`config.mk`:
```
export PLATFORM = sky130hd
export DESIGN_NAME = kofn_voter_seq_flat
export DESIGN_NICKNAME = d
export VERILOG_FILES = /design/src/rtl/kofn_voter_seq_pkg.sv /design/src/rtl/kofn_voter_seq_if.sv /design/src/rtl/kofn_voter_seq_vote_filter.sv /design/src/rtl/kofn_voter_seq.sv /design/src/flat_wrapper.sv
export SDC_FILE = /design/constraint.sdc
export NUM_CORES = 1
export LEC_CHECK = 0
export CORE_MARGIN = 2
export CORE_UTILIZATION = 30
export DETAILED_ROUTE_END_ITERATION = 8
export GPL_TIMING_DRIVEN = 0
export PLACE_DENSITY = 0.56
export SLEW_MARGIN = 40
export SYNTH_ARGS = -nofsm -noshare
export SYNTH_HDL_FRONTEND = slang
export SYNTH_SLANG_ARGS = --single-unit
```
`constraint.sdc`:
```
create_clock -name clk -period 1.5 [get_ports clk]
set_input_delay 0.15 -clock clk [delete_from_list [all_inputs] [get_ports clk]]
set_output_delay 0.15 -clock clk [all_outputs]
set_load 0.05 [all_outputs]
```
`src/rtl/kofn_voter_seq_pkg.sv`:
```
// Shared types and helpers for the k-of-N sequential voter and its bench.
package kofn_voter_seq_pkg;

   typedef enum logic [1:0] {
      ST_INIT    = 2'd0,
      ST_STABLE  = 2'd1,
      ST_PENDING = 2'd2
   } filt_state_t;

   localparam int POP_MAX_W = 64;

   function automatic int thresh_w(input int n);
      return $clog2(n + 1);
   endfunction

   // Channel vectors are zero-extended to POP_MAX_W bits before counting.
   function automatic int unsigned popcount(input logic [POP_MAX_W-1:0] v);
      int unsigned c;
      c = 0;
      for (int i = 0; i < POP_MAX_W; i++) begin
         if (v[i]) c++;
      end
      return c;
   endfunction

endpackage

```
`src/rtl/kofn_voter_seq_if.sv`:
```
// Channel/threshold/statistics bundle between the voter and its driver.
interface kofn_voter_seq_if #(
   parameter int N     = 5,
   parameter int CNT_W = 8
);
   localparam int TW = kofn_voter_seq_pkg::thresh_w(N);

   logic             in_valid;
   logic [N-1:0]     in_vec;
   logic             thresh_load;
   logic [TW-1:0]    thresh;
   logic             clr_stats;
   logic [TW-1:0]    ones_cnt;
   logic             vote_raw;
   logic             vote_valid;
   logic             vote_out;
   logic [CNT_W-1:0] toggle_cnt;
   logic [N-1:0]     fault_mask;

   modport master (
      output in_valid, in_vec, thresh_load, thresh, clr_stats,
      input  ones_cnt, vote_raw, vote_valid, vote_out, toggle_cnt, fault_mask
   );

   modport slave (
      input  in_valid, in_vec, thresh_load, thresh, clr_stats,
      output ones_cnt, vote_raw, vote_valid, vote_out, toggle_cnt, fault_mask
   );
endinterface

```
`src/rtl/kofn_voter_seq_vote_filter.sv`:
```
// Persistence filter: vote_out follows vote_raw only after HOLD consecutive disagreeing votes.
//   state      | meaning
//   ST_INIT    | no vote seen since reset; first vote is adopted directly
//   ST_STABLE  | vote_out agrees with the last vote, run = 0
//   ST_PENDING | run (1..HOLD-1) consecutive votes have disagreed with vote_out
module vote_filter
   import kofn_voter_seq_pkg::*;
#(
   parameter int HOLD  = 2,
   parameter int CNT_W = 8
) (
   input  logic             clk,
   input  logic             rst_n,
   input  logic             vote_valid,
   input  logic             vote_raw,
   input  logic             clr_stats,
   output logic             vote_out,
   output logic [CNT_W-1:0] toggle_cnt
);
   localparam int RW = $clog2(HOLD + 1);

   filt_state_t   state;
   logic [RW-1:0] run;
   logic          differ;
   logic          flip;

   always_comb begin
      differ = (vote_raw != vote_out);
      flip   = 1'b0;
      if (vote_valid && differ) begin
         case (state)
            ST_STABLE:  flip = (HOLD == 1);
            ST_PENDING: flip = ((int'(run) + 1) == HOLD);
            default:    flip = 1'b0;
         endcase
      end
   end

   always_ff @(posedge clk or negedge rst_n) begin
      if (!rst_n) begin
         state      <= ST_INIT;
         run        <= '0;
         vote_out   <= 1'b0;
         toggle_cnt <= '0;
      end else begin
         // A clear in the same cycle as a flip must leave the counter at zero.
         if (clr_stats)
            toggle_cnt <= '0;
         else if (flip && (toggle_cnt != '1))
            toggle_cnt <= toggle_cnt + 1'b1;

         if (vote_valid) begin
            case (state)
               ST_INIT: begin
                  vote_out <= vote_raw;
                  run      <= '0;
                  state    <= ST_STABLE;
               end
               ST_STABLE: begin
                  if (differ) begin
                     if (flip) begin
                        vote_out <= ~vote_out;
                        run      <= '0;
                     end else begin
                        run   <= RW'(1);
                        state <= ST_PENDING;
                     end
                  end
               end
               ST_PENDING: begin
                  if (!differ) begin
                     run   <= '0;
                     state <= ST_STABLE;
                  end else if (flip) begin
                     vote_out <= ~vote_out;
                     run      <= '0;
                     state    <= ST_STABLE;
                  end else begin
                     run <= run + 1'b1;
                  end
               end
               default: begin
                  run   <= '0;
                  state <= ST_INIT;
               end
            endcase
         end
      end
   end

endmodule

```
`src/rtl/kofn_voter_seq.sv`:
```
// Registered k-of-N threshold voter with persistence filter.
// Define VOTER_DISAGREE_EN to build per-channel disagreement counters and fault_mask.
module kofn_voter_seq
   import kofn_voter_seq_pkg::*;
#(
   parameter int N       = 5,
   parameter int K_DEF   = 3,
   parameter int HOLD    = 2,
   parameter int CNT_W   = 8,
   parameter int FLT_LIM = 16
) (
   input  logic           clk,
   input  logic           rst_n,
   kofn_voter_seq_if.slave bus
);
   localparam int TW = thresh_w(N);

   logic [TW-1:0]    thresh_q;
   logic [TW-1:0]    ones_q;
   logic             raw_q;
   logic             valid_q;
   logic [TW-1:0]    ones_c;
   logic             vote_out_w;
   logic [CNT_W-1:0] toggle_w;
   logic [N-1:0]     fault_mask_c;

   always_comb begin
      logic [POP_MAX_W-1:0] vec_ext;
      vec_ext          = '0;
      vec_ext[N-1:0]   = bus.in_vec;
      ones_c           = TW'(popcount(vec_ext));
   end

   // Out-of-range loads clamp to 1..N so the threshold is always meaningful.
   always_ff @(posedge clk or negedge rst_n) begin
      if (!rst_n)
         thresh_q <= TW'(K_DEF);
      else if (bus.thresh_load) begin
         if (bus.thresh == '0)
            thresh_q <= TW'(1);
         else if (int'(bus.thresh) > N)
            thresh_q <= TW'(N);
         else
            thresh_q <= bus.thresh;
      end
   end

   always_ff @(posedge clk or negedge rst_n) begin
      if (!rst_n) begin
         ones_q  <= '0;
         raw_q   <= 1'b0;
         valid_q <= 1'b0;
      end else begin
         valid_q <= bus.in_valid;
         if (bus.in_valid) begin
            ones_q <= ones_c;
            raw_q  <= (ones_c >= thresh_q);
         end
      end
   end

   vote_filter #(
      .HOLD  (HOLD),
      .CNT_W (CNT_W)
   ) u_filter (
      .clk        (clk),
      .rst_n      (rst_n),
      .vote_valid (valid_q),
      .vote_raw   (raw_q),
      .clr_stats  (bus.clr_stats),
      .vote_out   (vote_out_w),
      .toggle_cnt (toggle_w)
   );

`ifdef VOTER_DISAGREE_EN
   logic [N-1:0]     vec_q;
   logic [CNT_W-1:0] dis_cnt [N];

   always_ff @(posedge clk or negedge rst_n) begin
      if (!rst_n)
         vec_q <= '0;
      else if (bus.in_valid)
         vec_q <= bus.in_vec;
   end

   always_ff @(posedge clk or negedge rst_n) begin
      if (!rst_n) begin
         for (int i = 0; i < N; i++) dis_cnt[i] <= '0;
      end else begin
         for (int i = 0; i < N; i++) begin
            if (bus.clr_stats)
               dis_cnt[i] <= '0;
            else if (valid_q && (vec_q[i] != raw_q) && (dis_cnt[i] != '1))
               dis_cnt[i] <= dis_cnt[i] + 1'b1;
         end
      end
   end

   always_comb begin
      fault_mask_c = '0;
      for (int i = 0; i < N; i++)
         fault_mask_c[i] = (int'(dis_cnt[i]) >= FLT_LIM);
   end
`else
   assign fault_mask_c = '0;
`endif

   assign bus.ones_cnt   = ones_q;
   assign bus.vote_raw   = raw_q;
   assign bus.vote_valid = valid_q;
   assign bus.vote_out   = vote_out_w;
   assign bus.toggle_cnt = toggle_w;
   assign bus.fault_mask = fault_mask_c;

endmodule

```
`src/flat_wrapper.sv`:
```
// flat-port wrapper written by rule: the top's interface ports become plain ports
module kofn_voter_seq_flat import kofn_voter_seq_pkg::*;
#(
   parameter int N       = 5,
   parameter int K_DEF   = 3,
   parameter int HOLD    = 2,
   parameter int CNT_W   = 8,
   parameter int FLT_LIM = 16
)
  (clk, rst_n, bus_in_valid, bus_in_vec, bus_thresh_load, bus_thresh, bus_clr_stats, bus_ones_cnt, bus_vote_raw, bus_vote_valid, bus_vote_out, bus_toggle_cnt, bus_fault_mask);
  kofn_voter_seq_if #(.N(N), .CNT_W(CNT_W)) bus_i ();
  input  logic clk;
  input  logic rst_n;
  input wire logic [$bits(bus_i.in_valid)-1:0] bus_in_valid;
  input wire logic [$bits(bus_i.in_vec)-1:0] bus_in_vec;
  input wire logic [$bits(bus_i.thresh_load)-1:0] bus_thresh_load;
  input wire logic [$bits(bus_i.thresh)-1:0] bus_thresh;
  input wire logic [$bits(bus_i.clr_stats)-1:0] bus_clr_stats;
  output wire logic [$bits(bus_i.ones_cnt)-1:0] bus_ones_cnt;
  output wire logic [$bits(bus_i.vote_raw)-1:0] bus_vote_raw;
  output wire logic [$bits(bus_i.vote_valid)-1:0] bus_vote_valid;
  output wire logic [$bits(bus_i.vote_out)-1:0] bus_vote_out;
  output wire logic [$bits(bus_i.toggle_cnt)-1:0] bus_toggle_cnt;
  output wire logic [$bits(bus_i.fault_mask)-1:0] bus_fault_mask;
  assign bus_i.in_valid = bus_in_valid;
  assign bus_i.in_vec = bus_in_vec;
  assign bus_i.thresh_load = bus_thresh_load;
  assign bus_i.thresh = bus_thresh;
  assign bus_i.clr_stats = bus_clr_stats;
  assign bus_ones_cnt = bus_i.ones_cnt;
  assign bus_vote_raw = bus_i.vote_raw;
  assign bus_vote_valid = bus_i.vote_valid;
  assign bus_vote_out = bus_i.vote_out;
  assign bus_toggle_cnt = bus_i.toggle_cnt;
  assign bus_fault_mask = bus_i.fault_mask;
  kofn_voter_seq #(.N(N), .K_DEF(K_DEF), .HOLD(HOLD), .CNT_W(CNT_W), .FLT_LIM(FLT_LIM)) u_core (.clk(clk), .rst_n(rst_n), .bus(bus_i));
endmodule
```
==> results of run 1 <==
-- repair_timing --
item,in CTS,in global routing
hold buffers,1,0
setup endpoints to repair,26,16
setup buffers,9,5
gates resized for setup,45,16
endpoints found under the hold margin,19,0
pin swaps,11,10
-- through the flow --
step	total power [W]	cells	hold WS, ns	area (µm²)	setup slack, ns
after detailed placement	0.001745	234	0.1444	1799	-1.136
after global routing	0.002515	253	0.3833	2082	-0.4287
final	0.002346	253	0.3076	2082	-0.3213
after CTS	0.002245	248	0.3192	1993	-0.4034
after floorplan	0.001471	156	-0.1456	1496	-0.3889
after global placement	0.001708	234	0.4552	1804	-1.098
-- cells in the mapped netlist (all sizes together), types with 2 or more instances --
cell and instances:
a311oi 2, ha 15, nand2 13, xnor2 5, a211oi 3, nand2b 5, inv 9, dfrtp 19
nand3 4, o31ai 2, nand4 3, nor2 13, and3 2, mux2i 3, nor2b 2, mux2 4
dfstp 2, a31oi 3, xor2 2, nor3 6, o21ai 4, buf 7, nand3b 2, a21oi 8
nor3b 2
-- area by class of cell --
| cell class | instances | area, µm² | area share |
|---|---|---|---|
| Clock inverter | 1 | 7.507 | 0.003606 |
| Sequential cell | 21 | 534.3 | 0.2566 |
| Tap cell | 54 | 67.56 | 0.03245 |
| Multi-Input combinational cell | 119 | 985.9 | 0.4736 |
| Clock buffer | 3 | 41.29 | 0.01983 |
| Inverter | 9 | 48.80 | 0.02344 |
| Timing Repair Buffer | 39 | 347.8 | 0.1671 |
| Buffer | 7 | 48.80 | 0.02344 |
-- kinds of logic (layout without fill, tap and decap cells) --
group,after synthesis,count (layout)
buffers and inverters,16,59
AND/OR/NAND/NOR,57,57
multiplexers,7,7
adder cells (fa/ha/maj),15,15
AO/OA/AOI/OAI,28,28
flip-flops,21,21
XOR/XNOR,7,7
other,1,5
-- metal layers --
metal,global-route usage,vias up
met1,0.1449,605
met2,0.2242,40
met4,0.02222,0
met5,0,-
met3,0.02606,2
li1,-,619
-- registers in the layout (all words and copies together) (netlist names) --
register	flops
u_core.u_filter.toggle_cnt	8
u_core.bus.ones_cnt	3
u_core.thresh_q	3
u_core.u_filter.run	2
u_core.u_filter.state	2
u_core.bus.vote_raw	1
u_core.bus.vote_valid	1
u_core.u_filter.vote_out	1
-- worst max-delay path by stage --
stage                  startpoint                   to  slack, ns  cells after the start
floorplan           bus_in_vec[0]  u_core.bus.vote_raw      -0.39                     12
global placement    bus_in_vec[0]  u_core.bus.vote_raw      -1.10                     13
detailed placement  bus_in_vec[0]  u_core.bus.vote_raw      -1.14                     13
CTS                 bus_in_vec[1]  u_core.bus.vote_raw      -0.40                     13
global route        bus_in_vec[1]  u_core.bus.vote_raw      -0.43                     12
finish              bus_in_vec[0]  u_core.bus.vote_raw      -0.32                     13
-- worst max-delay path: stages --
cell and delay [ns]:
buf_12 0.09, inv_8 0.03, ha_4 0.14, mux2i_2 0.17
mux2i_1 0.26, nor2_1 0.08, ha_1 0.27, nand2_1 0.08
o31ai_2 0.07, ha_1 0.28, a21o_1 0.16, a21oi_2 0.10
a21oi_1 0.06
-- report_power, final --
group | leakage, nW | internal [W] | switching [W] | total, W
clock | 0.0217 | 0.000187 | 0.000196 | 0.000384
sequential | 0.261 | 0.000663 | 0.000122 | 0.000785
combinational | 0.623 | 0.000522 | 0.000655 | 0.00118
total | 0.906 | 0.00137 | 0.000974 | 0.00235
==> metrics.cfg, run 1 <==
[run_status]
status = finished, violations left
violations = setup timing

[synth]
synth_top_area_cell = dfrtp_1
avgSynthCellArea_um2 = 9.532
synth_fa_ha_area_frac = 0.1295
synth_seq_area_share = 0.3644
synth_cells = 152
synth-xor-area-share = 0.04750
synthMuxAreaShare = 0.05181
ys.flop_type = dfrtp_1
synth_edf_count = 0
synth_top_cell_area_share = 0.3282
async_flop_share = 1.000
yosys_warnings = 0
synth_area_um2 = 1449
netlist-cell-type-count = 45
synthTopCellsByArea = dfrtp_1, ha_1, dfstp_2
synth_compound_area_frac = 0.1347
yosys.area_share.simple = 0.2142
synth_top_family_by_area = simple AND/OR/NAND/NOR gates
synth_seq_cells = 21

[placement]
routabilityCongestion = 0.7943
dp_hpwl_um = 2270
io_buffers = 24

[sta]
setup_violations = 7
fin_crit_ns = 1.821
finalSetupTns_ns = -0.9673
rsz0062_at_grt = yes
setup_ws_ns = -0.3213
hold_viol_final = 0
finClkSkew_ns = 0.002885
finalCritPeriodShare = 1.214
fmax_mhz = 549.1
maxSlewViolCount = 0

[floorplanning]
die_w_um = 73.50
row_count = 25
initial_core_util = 0.3088
dieArea_um2 = 5402
die_h_um = 73.50
ios = 32
core_um2 = 4692

[finish]
final_cell_mix = buf_4, dlygate4sd2_1, dfrtp_1
final_util = 0.4437
final_nets = 228
area_delta_synth_final_pct = 43.70
layout-drive-gt1-share = 0.3317
nFillCells = 444
final_common_cell = buf_4
diodes = 0

[route]
drt_iter0_markers = 70
totalWireLength_um = 3199
viasPerCell = 5.004
drc = 0
num_vias = 1266
wire_per_inst_um = 12.64
dr_wl_met3_um = 154
antenna_left = 0
drtPass1Iterations = 4
met2_length_um = 1691
met1_length_um = 1334
route.top_layer_used = met4

[global_routing]
grt_pass1_wl_um = 5285
grt_max_degree = 22
antenna_found_initial = 0
grt_pass1_vias = 1218
grt_overflow_total = 0
grt_use_total = 0.1216

[cts]
cts_buffer_depth = 2
h-tree-depth = 1
insertion_delay_ns = 0.26
cts_tree = built
clkTransAtPathRegs_ns = 0.08
cts_num_sinks = 21
root_buffer = clkbuf_8
cts_buffers = 3

[worst_setup_path]
rr_endpoint = u_core.u_filter.toggle_cnt[0]
cp_max_fo = 3
r2r_cells = 4
r2r-start = u_core.bus.vote_raw
arrival_ns = 1.96
worstSetupPathType = primary input to flip-flop
ff2ff_setup_slack_ns = -0.18
crit_required_ns = 1.64
end_kind = flip-flop
cp-start-kind = primary input

[hold_path]
hp-class = primary input to flip-flop
hold-path-endpoint = u_core.u_filter.toggle_cnt[7]
min-delay-start = bus_clr_stats
min_path_cells = 2

[job]
maxCapViolCount = 0

[pwr]
vdd.ir_drop.worst_mv = 0.5719
power.density_nw_per_um2 = 1127
p_leak_nw = 0.9063

No activity file was read; power rests on OpenSTA's default activity.
==> run 2, diff against run 1 <==
--- a/config.mk
+++ b/config.mk
@@ -7,9 +7,11 @@
 export LEC_CHECK = 0
 export CORE_MARGIN = 2
 export CORE_UTILIZATION = 30
+export CTS_CLUSTER_SIZE = 12
 export DETAILED_ROUTE_END_ITERATION = 8
 export GPL_TIMING_DRIVEN = 0
 export PLACE_DENSITY = 0.56
+export SETUP_SLACK_MARGIN = 0.2
 export SLEW_MARGIN = 40
 export SYNTH_ARGS = -nofsm -noshare
 export SYNTH_HDL_FRONTEND = slang
==> metrics.cfg, run 2 (synthesis results as in run 1) <==
[run_status]
status = finished, violations left
violations = setup timing

[worst_setup_path]
cp-endpoint = u_core.bus.vote_raw
ff2ff_setup_slack_ns = -0.15
arrival_ns = 2.07
startpoint = bus_in_vec[1]
crit_required_ns = 1.65
r2r-start = u_core.u_filter.state[0]
worstSetupPathType = primary input to flip-flop
rr_endpoint = u_core.u_filter.toggle_cnt[4]
cp-start-kind = primary input
r2r_cells = 7
cp_max_fo = 6
end_kind = flip-flop

[finish]
multiInputGateArea_um2 = 1074
regMostFlops = u_core.u_filter.toggle_cnt
area_delta_synth_final_pct = 50.95
regArea_um2 = 546.8
diodes = 0
final_nets = 226
nFillCells = 429
final_cell_mix = buf_4, nor2_1, nand2_1
largest_reg_flops = 8
final_cell_area_um2 = 2187
final_common_cell = buf_4
layout-drive-gt1-share = 0.4569

[floorplanning]
die_h_um = 73.50
row_count = 25
dieArea_um2 = 5402
die_w_um = 73.50
ios = 32
core_um2 = 4692
initial_core_util = 0.3088

[cts]
cts_num_sinks = 21
h-tree-depth = 1
cts_buffer_depth = 2
root_buffer = clkbuf_8
insertion_delay_ns = 0.26
cts_buffers = 3
clkTransAtPathRegs_ns = 0.08
cts_tree = built

[sta]
finalSetupTns_ns = -1.017
finalCritPeriodShare = 1.279
setup_ws_ns = -0.4187
rsz0062_at_grt = yes
finClkSkew_ns = 0.002506
maxSlewViolCount = 0
setup_violations = 8
fmax_mhz = 521.2
fin_crit_ns = 1.919
hold_viol_final = 0

[pwr]
pwr-share-comb = 0.517
p_leak_nw = 0.8790
switching_power_w = 0.001002
p_int_w = 0.001432
power.density_nw_per_um2 = 1113
pwr-share-seq = 0.324
power.share.clock = 0.159
p_sw_frac = 0.4116
vdd.ir_drop.worst_mv = 0.5351
power_w = 0.002434

[route]
totalWireLength_um = 3277
route.top_layer_used = met4
viasPerCell = 5.000
drtPass1Iterations = 4
dr_wl_met3_um = 89
met2_length_um = 1827
wire_per_inst_um = 13.06
drc = 0
num_vias = 1255
antenna_left = 0
met1_length_um = 1301
drt_iter0_markers = 44

[global_routing]
grt_use_total = 0.1267
grt_overflow_total = 0
grt_pass1_vias = 1200
grt_max_degree = 22
antenna_found_initial = 0
grt_pass1_wl_um = 5347

[hold_path]
min-delay-start = bus_clr_stats
hp-class = primary input to flip-flop

[placement]
io_buffers = 24
placed_cell_area_um2 = 1896
dp_hpwl_um = 2414
routabilityCongestion = 0.8209
place_ws_ns = -1.242

[job]
maxCapViolCount = 0

## run 2: area by class of cell
cell class                      instances  area share
Buffer                                  7     0.02231
Clock buffer                            4     0.02059
Inverter                                9     0.02346
Multi-Input combinational cell        119      0.4908
Sequential cell                        21      0.2500
Tap cell                               54     0.03089
Timing Repair Buffer                   37      0.1619
## run 2: worst min-delay path by stage
stage,to,cells after the start
2_1_floorplan,u_core.bus.ones_cnt[0],0
3_3_place_gp,u_core.u_filter.run[1],2
3_5_place_dp,u_core.u_filter.vote_out,1
4_1_cts,u_core.u_filter.toggle_cnt[7],2
5_1_grt,u_core.u_filter.toggle_cnt[6],2
6_report,u_core.u_filter.toggle_cnt[6],2
## run 2: power groups by stage
stage | Clock, W | Combinational (W) | Sequential [W]
global route | 0.000415 | 0.00138 | 0.000809
detailed placement | 0 | 0.00109 | 0.000836
global placement | 0 | 0.00106 | 0.000824
finish | 0.000387 | 0.00126 | 0.000789
CTS | 0.000393 | 0.00125 | 0.000791
floorplan | 0 | 0.000668 | 0.000964
## run 2: layer usage
| metal | up-vias | track usage |
|---|---|---|
| met5 | - | 0 |
| met4 | 0 | 0.05455 |
| met3 | 6 | 0.01646 |
| met2 | 31 | 0.2381 |
| met1 | 598 | 0.1407 |
| li1 | 620 | - |
## run 2: what timing repair did
item                                   in CTS  in global routing
hold buffers                                1                  0
buffers inserted                            9                  3
pin swaps                                  11                 10
setup endpoints to repair                  31                 21
endpoints found under the hold margin      19                  0
gates resized for setup                    79                 15
## run 2: through the flow
step,hold slack [ns],std cells,util
2_1_floorplan,-0.1456,156,-
3_3_place_gp,0.4595,234,0.4051
3_5_place_dp,0.1454,234,0.4040
4_1_cts,0.3449,248,0.4541
5_1_grt,0.3635,251,0.4661
6_report,0.3235,251,0.4661
## run 2: critical path, stage by stage
cell and delay [ns]:
buf_12 0.11, inv_6 0.06, ha_4 0.22, nand2b_4 0.14, mux2i_2 0.19, nor2_1 0.10
ha_2 0.33, nand2_2 0.07, o31ai_4 0.08, ha_1 0.26, a21o_1 0.16, a21oi_2 0.13
a21oi_1 0.07
==> run 3, diff against run 2 <==
--- a/config.mk
+++ b/config.mk
@@ -5,6 +5,7 @@
 export SDC_FILE = /design/constraint.sdc
 export NUM_CORES = 1
 export LEC_CHECK = 0
+export CORE_ASPECT_RATIO = 0.8
 export CORE_MARGIN = 2
 export CORE_UTILIZATION = 30
 export CTS_CLUSTER_SIZE = 12
==> metrics.cfg, run 3 (synthesis results as in run 1) <==
[global_routing]
antenna_found_initial = 0
grt_overflow_total = 0
grt_pass1_wl_um = 5954
grt_pass1_vias = 1290
grt_max_degree = 22
grt_use_total = 0.1442

[finish]
final_nets = 238
final_cell_area_um2 = 2395
diodes = 0
layout-drive-gt1-share = 0.5407
final_util = 0.5179
area_delta_synth_final_pct = 65.29
final_common_cell = buf_4
final_cell_mix = buf_4, nor2_1, dfrtp_2
nFillCells = 415
largest_reg_flops = 8
fin_cells = 269
regMostFlops = u_core.u_filter.toggle_cnt

[sta]
holdWs_ns = 0.3355
finClkSkew_ns = 0.008527
fin_crit_ns = 1.918
setup_ws_ns = -0.4179
finalCritPeriodShare = 1.279
maxSlewViolCount = 0
max_slew_margin = 0.6557
hold_viol_final = 0
fmax_mhz = 521.4
setup_violations = 4
rsz0062_at_grt = yes
finalSetupTns_ns = -0.6419
tightest_slew_ns = 0.5165

[worst_setup_path]
cp-start-kind = primary input
cp_max_fo = 5
worstSetupPathType = primary input to flip-flop
end_kind = flip-flop
cpMaxStageDelayCell = ha_2
arrival_ns = 2.06
crit_required_ns = 1.64
critPathMaxStageDelay_ns = 0.32
crit_chain = buf_12 -> inv_8 -> ha_4 -> nand2b_4 -> mux2i_2 -> nor2_1 -> ha_2 -> nand2_2 -> o31ai_4 -> ha_1 -> a21o_1 -> a21oi_2 -> a21oi_1
r2r_cells = 4

[cts]
cts_buffer_depth = 2
cts_num_sinks = 21
root_buffer = clkbuf_8
h-tree-depth = 1
cts_tree = built
cts_buffers = 3
clkTransAtPathRegs_ns = 0.09
insertion_delay_ns = 0.27

[placement]
placed_cells = 240
routabilityCongestion = 0.8105
dp_hpwl_um = 2299
placed_cell_area_um2 = 1903
io_buffers = 24

[route]
viasPerCell = 4.859
totalWireLength_um = 3588
wire_per_inst_um = 13.34
drc = 0
route.top_layer_used = met4
drt_iter0_markers = 68
drtPass1Iterations = 4
met2_length_um = 1821
antenna_left = 0
dr_wl_met3_um = 132
num_vias = 1307
met1_length_um = 1583

[floorplanning]
dieArea_um2 = 5405
die_h_um = 66.16
initial_core_util = 0.3133
ios = 32
die_w_um = 81.70
row_count = 22
core_um2 = 4624

[hold_path]
hp-class = primary input to flip-flop
min_path_cells = 2

[pwr]
power.density_nw_per_um2 = 1249
vdd.ir_drop.worst_mv = 0.7739
p_leak_nw = 0.9845

[run_status]
violations = setup timing
status = finished, violations left

[job]
maxCapViolCount = 0

==> run 3: changes by cell type in the layout (fill, tap and decap cells not counted), moves of 3 or more <==
cell   delta
buf_4     +4
buf_6     +7
inv_1     -3
inv_2     +3
==> run 3: path summary, 6_finish.rpt <==
path,start,end,slack (ns)
worst max-delay path,bus_in_vec[1],u_core.bus.vote_raw,-0.42
worst min-delay path,bus_clr_stats,u_core.u_filter.toggle_cnt[4],0.34
worst max register to register,u_core.u_filter.vote_out,u_core.u_filter.toggle_cnt[0],-0.06
worst min register to register,u_core.thresh_q[0],u_core.thresh_q[0],0.51
max in group asynchronous,rst_n,u_core.bus.vote_raw,0.72
min in group asynchronous,rst_n,u_core.u_filter.vote_out,0.38
==> run 3: worst max-delay path: cells and delay by family <==
kind / cells / cell delay (ns)
multiplexers: 1 / 0.20
AND/OR/NAND/NOR: 3 / 0.30
buffers and inverters: 2 / 0.12
AO/OA/AOI/OAI: 4 / 0.45
adder cells (fa/ha/maj): 3 / 0.85
==> run 3: through the flow <==
stage | setup slack, ns | power (W)
floorplan | -0.3889 | 0.001632
global placement | -1.116 | 0.001885
detailed placement | -1.146 | 0.001920
CTS | -0.4023 | 0.002810
global route | -0.5126 | 0.003177
finish | -0.4179 | 0.002992
==> run 3: cell type report <==
cell class	instances	area [µm²]	area share
Sequential cell	21	548.0	0.2288
Inverter	9	46.29	0.01933
Timing Repair Buffer	49	465.4	0.1944
Clock buffer	3	41.29	0.01724
Clock inverter	1	5.005	0.002090
Tap cell	60	75.07	0.03135
Buffer	7	48.80	0.02038
Multi-Input combinational cell	119	1165	0.4864
==> run 3: per-layer routing <==
layer	up-vias	global-route usage
met3	6	0.03552
li1	644	-
met4	0	0.03750
met1	631	0.1817
met5	-	0
met2	26	0.2459
==> run 3: power breakdown <==
| group | internal, W | switching, W |
|---|---|---|
| combinational | 0.000916 | 0.000897 |
| clock | 0.000186 | 0.000204 |
| sequential | 0.000675 | 0.000114 |
| total | 0.00178 | 0.00122 |
==> run 3: timing repair <==
action | CTS | global route
endpoints found under the hold margin | 19 | 0
hold buffers | 1 | 0
pin swaps | 24 | 19
buffers inserted | 19 | 5
resized for setup | 99 | 19
endpoints found under the setup margin | 31 | 21
